File: src/rtl/mips_div_pkg.sv
// mips_div_pkg: shared types and constants for the iterative divider
package mips_div_pkg;
  localparam int DIV_DATA_W = 32;
  localparam int DIV_ITER_W = $clog2(DIV_DATA_W);
  typedef enum logic [1:0] {DIV_IDLE, DIV_CALC, DIV_FIX, DIV_DONE} div_state_e;
endpackage

File: src/rtl/mips_div_step.sv
// mips_div_step: one combinational restoring-division iteration on magnitudes
module mips_div_step import mips_div_pkg::*; #(
  parameter int DATA_WIDTH = DIV_DATA_W
) (
  input  logic [DATA_WIDTH-1:0] rem_i,
  input  logic [DATA_WIDTH-1:0] quo_i,
  input  logic [DATA_WIDTH-1:0] dvs_i,
  output logic [DATA_WIDTH-1:0] rem_o,
  output logic [DATA_WIDTH-1:0] quo_o
);
  logic [DATA_WIDTH:0] sh;
  logic [DATA_WIDTH-1:0] nd;
  logic ge;
  assign sh = {rem_i, quo_i[DATA_WIDTH-1]};
  assign ge = sh >= {1'b0, dvs_i};
  // when the trial subtract succeeds the true difference is below the divisor, so W bits suffice
  assign nd = sh[DATA_WIDTH-1:0] - dvs_i;
  assign rem_o = ge ? nd : sh[DATA_WIDTH-1:0];
  assign quo_o = {quo_i[DATA_WIDTH-2:0], ge};
endmodule

File: src/rtl/mips_div.sv
// mips_div: fixed-latency radix-2 restoring divider for MIPS DIV/DIVU (quotient->LO, remainder->HI)
module mips_div import mips_div_pkg::*; #(
  parameter int DATA_WIDTH = DIV_DATA_W
) (
  input  logic                  clk,
  input  logic                  rst,
  input  logic                  div_start,
  input  logic                  div_signed,
  input  logic [DATA_WIDTH-1:0] div_op_x,
  input  logic [DATA_WIDTH-1:0] div_op_y,
  output logic                  div_busy,
  output logic                  div_done,
  output logic [DATA_WIDTH-1:0] div_quotient,
  output logic [DATA_WIDTH-1:0] div_remainder,
  output logic                  div_by_zero
);
  localparam int CW = $clog2(DATA_WIDTH);
  div_state_e state_q;
  logic [CW-1:0] cnt_q;
  logic sgn_q, xs_q, ys_q;
  logic [DATA_WIDTH-1:0] x_q, ymag_q, rem_q, quo_q, rem_d, quo_d, xmag, ymag;
  assign xmag = (div_signed && div_op_x[DATA_WIDTH-1]) ? -div_op_x : div_op_x;
  assign ymag = (div_signed && div_op_y[DATA_WIDTH-1]) ? -div_op_y : div_op_y;
  mips_div_step #(.DATA_WIDTH(DATA_WIDTH)) u_step (
    .rem_i(rem_q),
    .quo_i(quo_q),
    .dvs_i(ymag_q),
    .rem_o(rem_d),
    .quo_o(quo_d)
  );
  always_ff @(posedge clk) begin
    if (rst) begin
      state_q       <= DIV_IDLE;
      cnt_q         <= '0;
      sgn_q         <= 1'b0;
      xs_q          <= 1'b0;
      ys_q          <= 1'b0;
      x_q           <= '0;
      ymag_q        <= '0;
      rem_q         <= '0;
      quo_q         <= '0;
      div_busy      <= 1'b0;
      div_done      <= 1'b0;
      div_quotient  <= '0;
      div_remainder <= '0;
      div_by_zero   <= 1'b0;
    end else begin
      case (state_q)
        DIV_IDLE, DIV_DONE: begin
          div_done <= 1'b0;
          if (div_start) begin
            sgn_q    <= div_signed;
            xs_q     <= div_op_x[DATA_WIDTH-1];
            ys_q     <= div_op_y[DATA_WIDTH-1];
            x_q      <= div_op_x;
            ymag_q   <= ymag;
            rem_q    <= '0;
            quo_q    <= xmag;
            cnt_q    <= CW'(DATA_WIDTH - 1);
            div_busy <= 1'b1;
            state_q  <= DIV_CALC;
          end else begin
            div_busy <= 1'b0;
            state_q  <= DIV_IDLE;
          end
        end
        DIV_CALC: begin
          rem_q   <= rem_d;
          quo_q   <= quo_d;
          cnt_q   <= cnt_q - 1'b1;
          state_q <= (cnt_q == '0) ? DIV_FIX : DIV_CALC;
        end
        DIV_FIX: begin
          // zero divisor is forced so signed cases report the raw dividend and all-ones quotient
          div_by_zero   <= ymag_q == '0;
          div_quotient  <= (ymag_q == '0) ? '1 : ((sgn_q && (xs_q ^ ys_q)) ? -quo_q : quo_q);
          div_remainder <= (ymag_q == '0) ? x_q : ((sgn_q && xs_q) ? -rem_q : rem_q);
          div_busy      <= 1'b0;
          div_done      <= 1'b1;
          state_q       <= DIV_DONE;
        end
      endcase
    end
  end
endmodule
File: config.mk
export PLATFORM = sky130hd
export DESIGN_NAME = mips_div
export DESIGN_NICKNAME = d
export VERILOG_FILES = /design/src/rtl/mips_div_pkg.sv /design/src/rtl/mips_div_step.sv /design/src/rtl/mips_div.sv
export SDC_FILE = /design/constraint.sdc
export NUM_CORES = 1
export LEC_CHECK = 0
export ABC_AREA = 0
export CAP_MARGIN = 0
export CELL_PAD_IN_SITES_DETAIL_PLACEMENT = 0
export CELL_PAD_IN_SITES_GLOBAL_PLACEMENT = 1
export CORE_MARGIN = 8
export CORE_UTILIZATION = 48
export CTS_BUF_LIST = sky130_fd_sc_hd__clkbuf_2
export CTS_CLUSTER_DIAMETER = 150
export CTS_CLUSTER_SIZE = 12
export DETAILED_ROUTE_END_ITERATION = 10
export HOLD_SLACK_MARGIN = 0.08
export PLACE_DENSITY_LB_ADDON = 0.1
export SLEW_MARGIN = 10
export SYNTH_ARGS = -nofsm -noshare
export SYNTH_HDL_FRONTEND = slang
export SYNTH_HIERARCHICAL = 1
export SYNTH_SLANG_ARGS = --single-unit
File: constraint.sdc
create_clock -name clk -period 4.9 [get_ports clk]
set_input_delay 0.98 -clock clk [delete_from_list [all_inputs] [get_ports clk]]
set_output_delay 0.98 -clock clk [all_outputs]
set_load 0.1 [all_outputs]
After elaboration in Yosys (flattened, before gate mapping)
Cells that the tools add are included.
{ "word_totals": {"mem_count": 0, "ramBits": 0, "romBits": 0, "ff_bits": 205, "latchBits": 0, "elab_cells": 57} }
{ "op_classes": {"muxes": 19, "div": 0, "reduce_logical": 12, "n_eq_ne": 4, "shift": 0, "add_sub_neg": 6, "n_lt_le_gt_ge": 1, "n_mul": 0, "bitwise": 1} }
{ "op_table": {"columns": ["cell", "count"], "rows": [
  ["32-bit 2-to-1 mux", 9],
  ["32-bit negation", 4],
  ["32-bit one-hot mux with 2 select lines", 2],
  ["33-bit by 32-bit >= comparator with 1-bit output", 1],
  ["32-bit logical NOT", 1],
  ["32-bit subtractor", 1],
  ["5-bit one-hot mux with 2 select lines", 1],
  ["2-bit one-hot mux with 3 select lines", 1],
  ["5-bit logical NOT", 1],
  ["5-bit 2-to-1 mux", 1],
  ["5-bit by 1-bit subtractor with 5-bit output (second input constant)", 1],
  ["2-bit equality test (second input constant)", 2],
  ["1-bit logical AND", 4],
  ["1-bit one-hot mux with 2 select lines", 2],
  ["2-bit AND reduction", 2],
  ["2-bit nonzero test", 2],
  ["2-bit by 1-bit equality test with 1-bit output (second input constant)", 1],
  ["2-bit logical NOT", 1],
  ["1-bit 2-to-1 mux", 2],
  ["2-bit 2-to-1 mux", 1],
  ["2-bit inequality test (second input constant)", 1],
  ["2-bit OR reduction", 1],
  ["1-bit XOR", 1]
]} }

Logic depth before layout (Yosys ltp)
{ "logic_depth": {"ltp_word": 4, "ltp_mapped": 16} }

By module
The synthesis kept the hierarchy.
{ "by_module_without_submodules": {"columns": ["module", "seq_area_each_um2", "n_inst", "area_each_um2", "cells_per_inst"], "rows": [
  ["mips_div", 4083.9, 1, 10857.9, 1392],
  ["mips_div_step", 0.0, 1, 2571.2, 355]
]} }

Worst setup path after synthesis
Ideal clock, no wire load.
{ "synth_path": {"path_type": "reg2reg", "from": "register rem_q[6]", "to": "register rem_q[21]", "path_stages_with_launch": 15, "setup_slack_ns": 1.894, "n_path_buf": 2, "t_arrival_ns": 2.874, "setup_time_ns": 0.132, "synth_period_minus_slack_ns": 3.006, "t_required_ns": 4.768, "path_cell_list": "dfxtp_1 -> ha_1 -> a21oi_2 -> a211oi_1 -> or3_4 -> nor4b_4 -> o21ai_2 -> a31oi_4 -> o21a_4 -> inv_2 -> buf_6 -> buf_12 -> mux2_4 -> nand3_1 -> a21oi_1"} }
{ "synth_via": {"elab_chain_len": 3, "elab_cells_between_ends": 4, "classes_between": "1 x add/sub; 1 x order compare; 2 x mux"} }
{ "synth_lines": {"columns": ["item", "line_no", "text"], "rows": [
  ["start, declared", "mips_div.sv:21", "logic [DATA_WIDTH-1:0] x_q, ymag_q, rem_q, quo_q, rem_d, quo_d, xmag, ymag;"],
  ["start signal, assigned", "mips_div.sv:68", "rem_q <= rem_d;"],
  ["33-bit by 32-bit >= comparator with 1-bit output", "mips_div_step.sv:15", "assign ge = sh >= {1'b0, dvs_i};"],
  ["via u_step.ge", "mips_div_step.sv:13", "logic ge;"],
  ["32-bit 2-to-1 mux", "mips_div_step.sv:18", "assign rem_o = ge ? nd : sh[DATA_WIDTH-1:0];"],
  ["via rem_d[21]", "mips_div.sv:21", null],
  ["32-bit one-hot mux with 2 select lines", "mips_div.sv:48", "case (state_q)"]
]} }
The timed path passes the listed nets, and every way through them passes these cells.
A chain may end at the register's enable or synchronous reset.

Worst setup path in the final report
{ "layout_path": {"from": "register rem_q[10]", "to": "register rem_q[2]"} }
{ "layout_via": {"elab_chain_len": 3} }
{ "layout_lines": {"columns": ["item", "line_no"], "rows": [
  ["33-bit by 32-bit >= comparator with 1-bit output", "mips_div_step.sv:15"],
  ["via quo_d[0]", "mips_div.sv:21"],
  ["32-bit 2-to-1 mux", "mips_div_step.sv:18"],
  ["via rem_d[2]", "mips_div.sv:21"],
  ["32-bit one-hot mux with 2 select lines", "mips_div.sv:48"]
]} }
The timed path passes the listed nets, and every way through them passes these cells.

==> results.cfg <==
[run_status]
status = complete, no violations

[timing]
clock_skew_ps = 92.2
setup_ws_ps = 1110
tightest_slew_ps = 1120
finalHoldViolCount = 0
rsz0062_at_grt = no
slew_headroom = 0.252
fmax_mhz = 264
drv_slew = 0
setup_violations = 0
period_minus_slack_ps = 3790
min_period_over_period = 0.773
tns_ps = 0

[placement]
gp_congestion = 0.944
dp.cells = 2125
hpwl_um = 32600
placed_area_um2 = 14700
post-place-ws_ps = 1120
io_buffer_count = 134

[setup_path]
crit_required_ps = 5540
critical_path.max_fanout = 29
cp.arrival_ps = 4420
reg2reg_depth = 12
slowest_delay_ps = 590
end_kind = flop
crit_chain = ha_1 -> nand4_1 -> nor3_1 -> o211ai_1 -> nor4b_4 -> o21ai_2 -> a31oi_4 -> o21a_4 -> inv_2 -> mux2_2 -> nand3_1 -> a21oi_1
worstSetupStartpointType = flop
crit_type = reg2reg
crit_slowest_cell = inv_2

[floorplan]
die_area_um2 = 33600
die_w_um = 183
coreArea_um2 = 27700
placementRows = 61
fp.dieH_um = 183
boundaryPins = 135
start_util = 0.485

[clock_tree]
clk_latency_ps = 840
clkSinkCount = 204
cts_resized = 0
htreeDepth = 1
cts_root_buf = clkbuf_2
clk_pin_slew_worst_paths_ps = 250
numCtsBuffers = 20
cts_setup_buffers = 0
hold_buffers = 0
clockBufferDepth = 3
cts_tree = yes

[logic_synthesis]
synth_top_area_cell = dfxtp_1
synth_common_cells = nand2_1, dfxtp_1, nor2_1
synth.avg_cell_area_um2 = 7.69
async_reset_ff_frac = 0
ys_warn_count = 6
syn_area_um2 = 13400
ys_types = 87
synthTopCellsByArea = dfxtp_1, nand2_1, xnor2_1
yosysSeqAreaShare = 0.304
yosysTopAreaCellShare = 0.304
ys_seq_elements = 204
postSynthCellCount = 1747
syn-num-nets = 1856
synthMostInstantiatedCell = nand2_1
synth_ff_type = dfxtp_1
synth-edff-count = 0

[power_and_ir_drop]
max-vdd-ir-drop_mv = 0.172
powerDensity_nw_per_um2 = 242
leakage_nw = 5.24

[grt]
grt_pass1_vias = 12300
grt_pass1_wl_um = 70600
antenna_found_initial = 3
grt_max_degree = 121
grt_usage = 0.259
grt_overflow = 0

[cells_and_area]
finalInstanceArea_um2 = 14800
nets = 1878
area_growth_pct = 10.4
finalNonFillerCells = 2147
drive_gt1_frac = 0.0611

[hold_path]
hold_class = reg2reg
min_delay_path_depth = 2

[drt]
firstDrtPassIters = 5
vias = 13000
drtIter0Drc = 1075
routed_via_density = 6.08
wl_per_cell_um = 21.0
drc = 0
ant_nets = 0
wirelength_um = 45100

[run]
timing.max_cap.violations = 0
-- power by group --
group          total [mW]  internal (mW)  switching [mW]
clock network       0.681          0.111           0.570
logic                1.03          0.371           0.663
registers            1.87           1.76           0.115
total                3.59           2.24            1.35
-- critical path: cells and delay by family (launching register included) --
family | cells | cell delay (ps)
AOI/OAI and AO/OA | 5 | 850
adders and majority gates | 1 | 450
buffers and inverters | 1 | 590
DFF | 1 | 450
muxes | 1 | 410
and+or+nand+nor | 4 | 840
-- routing by layer --
| metal | part of all wire | global-route usage | up-vias |
|---|---|---|---|
| li1 | - | - | 6325 |
| met1 | 0.48 | 0.377 | 6147 |
| met2 | 0.43 | 0.394 | 508 |
| met3 | 0.066 | 0.0334 | 66 |
| met4 | 0.026 | 0.0696 | 2 |
| met5 | 0.00029 | 0 | - |
-- stage by stage --
stage               total power, mW   util  hold WS, ps
detailed placement             2.91  0.531          438
CTS                            3.60  0.535          464
floorplan                      2.61      -          432
global placement               2.91  0.531          439
global route                   3.79  0.535          490
finish                         3.59  0.535          465
-- cell usage in the layout (no fill, tap or decap), types with 13 or more instances in the layout --
| cell type | count |
|---|---|
| nand2_1 | 207 |
| dfxtp_1 | 204 |
| nor2_1 | 148 |
| a21oi_1 | 144 |
| clkdlybuf4s50_1 | 133 |
| xnor2_1 | 83 |
| o21ai_0 | 75 |
| a211oi_1 | 66 |
| inv_1 | 65 |
| nand3_1 | 56 |
| a31oi_1 | 47 |
| nor3_1 | 45 |
| xor2_1 | 38 |
| ha_1 | 38 |
| nor4_1 | 31 |
| nand4_1 | 25 |
| buf_4 | 22 |
| mux2_2 | 21 |
| clkbuf_2 | 21 |
| nand3b_1 | 20 |
| or3_1 | 16 |
| or4_1 | 14 |
| o31ai_1 | 14 |
| a21o_1 | 13 |
| a311oi_1 | 13 |
| a41oi_1 | 13 |
| o221ai_1 | 13 |
-- state kept, by name, summed over array words and instances, names as in the netlist, 2 cells and up --
signal	flops
x_q	31
quo_q	32
div_remainder	32
ymag_q	32
state_q	2
rem_q	32
div_quotient	32
cnt_q	5
-- final timing paths --
kind                                        start  slack (ps)                end
worst max-delay path                    rem_q[10]        1110           rem_q[2]
worst min-delay path            div_remainder[17]         470  div_remainder[17]
worst max register to register          rem_q[10]        1110           rem_q[2]
worst min register to register  div_remainder[17]         470  div_remainder[17]
-- final cells by class --
class | count | area, um2
Fill cell | 2727 | 12900
Inverter | 67 | 251
Tap cell | 378 | 473
Multi-Input combinational cell | 1319 | 8380
Antenna cell | 1 | 2.50
Sequential cell | 204 | 4080
Clock buffer | 21 | 105
Timing Repair Buffer | 157 | 1530
-- cells by family after synthesis --
kind of cell | synth area share
buf+inv | 0.0741
flops | 0.304
compound gates | 0.233
simple gates | 0.234
mux | 0.0374
xor+xnor | 0.0789
fa+ha+maj | 0.0388
No activity file was read; power rests on OpenSTA's default activity.
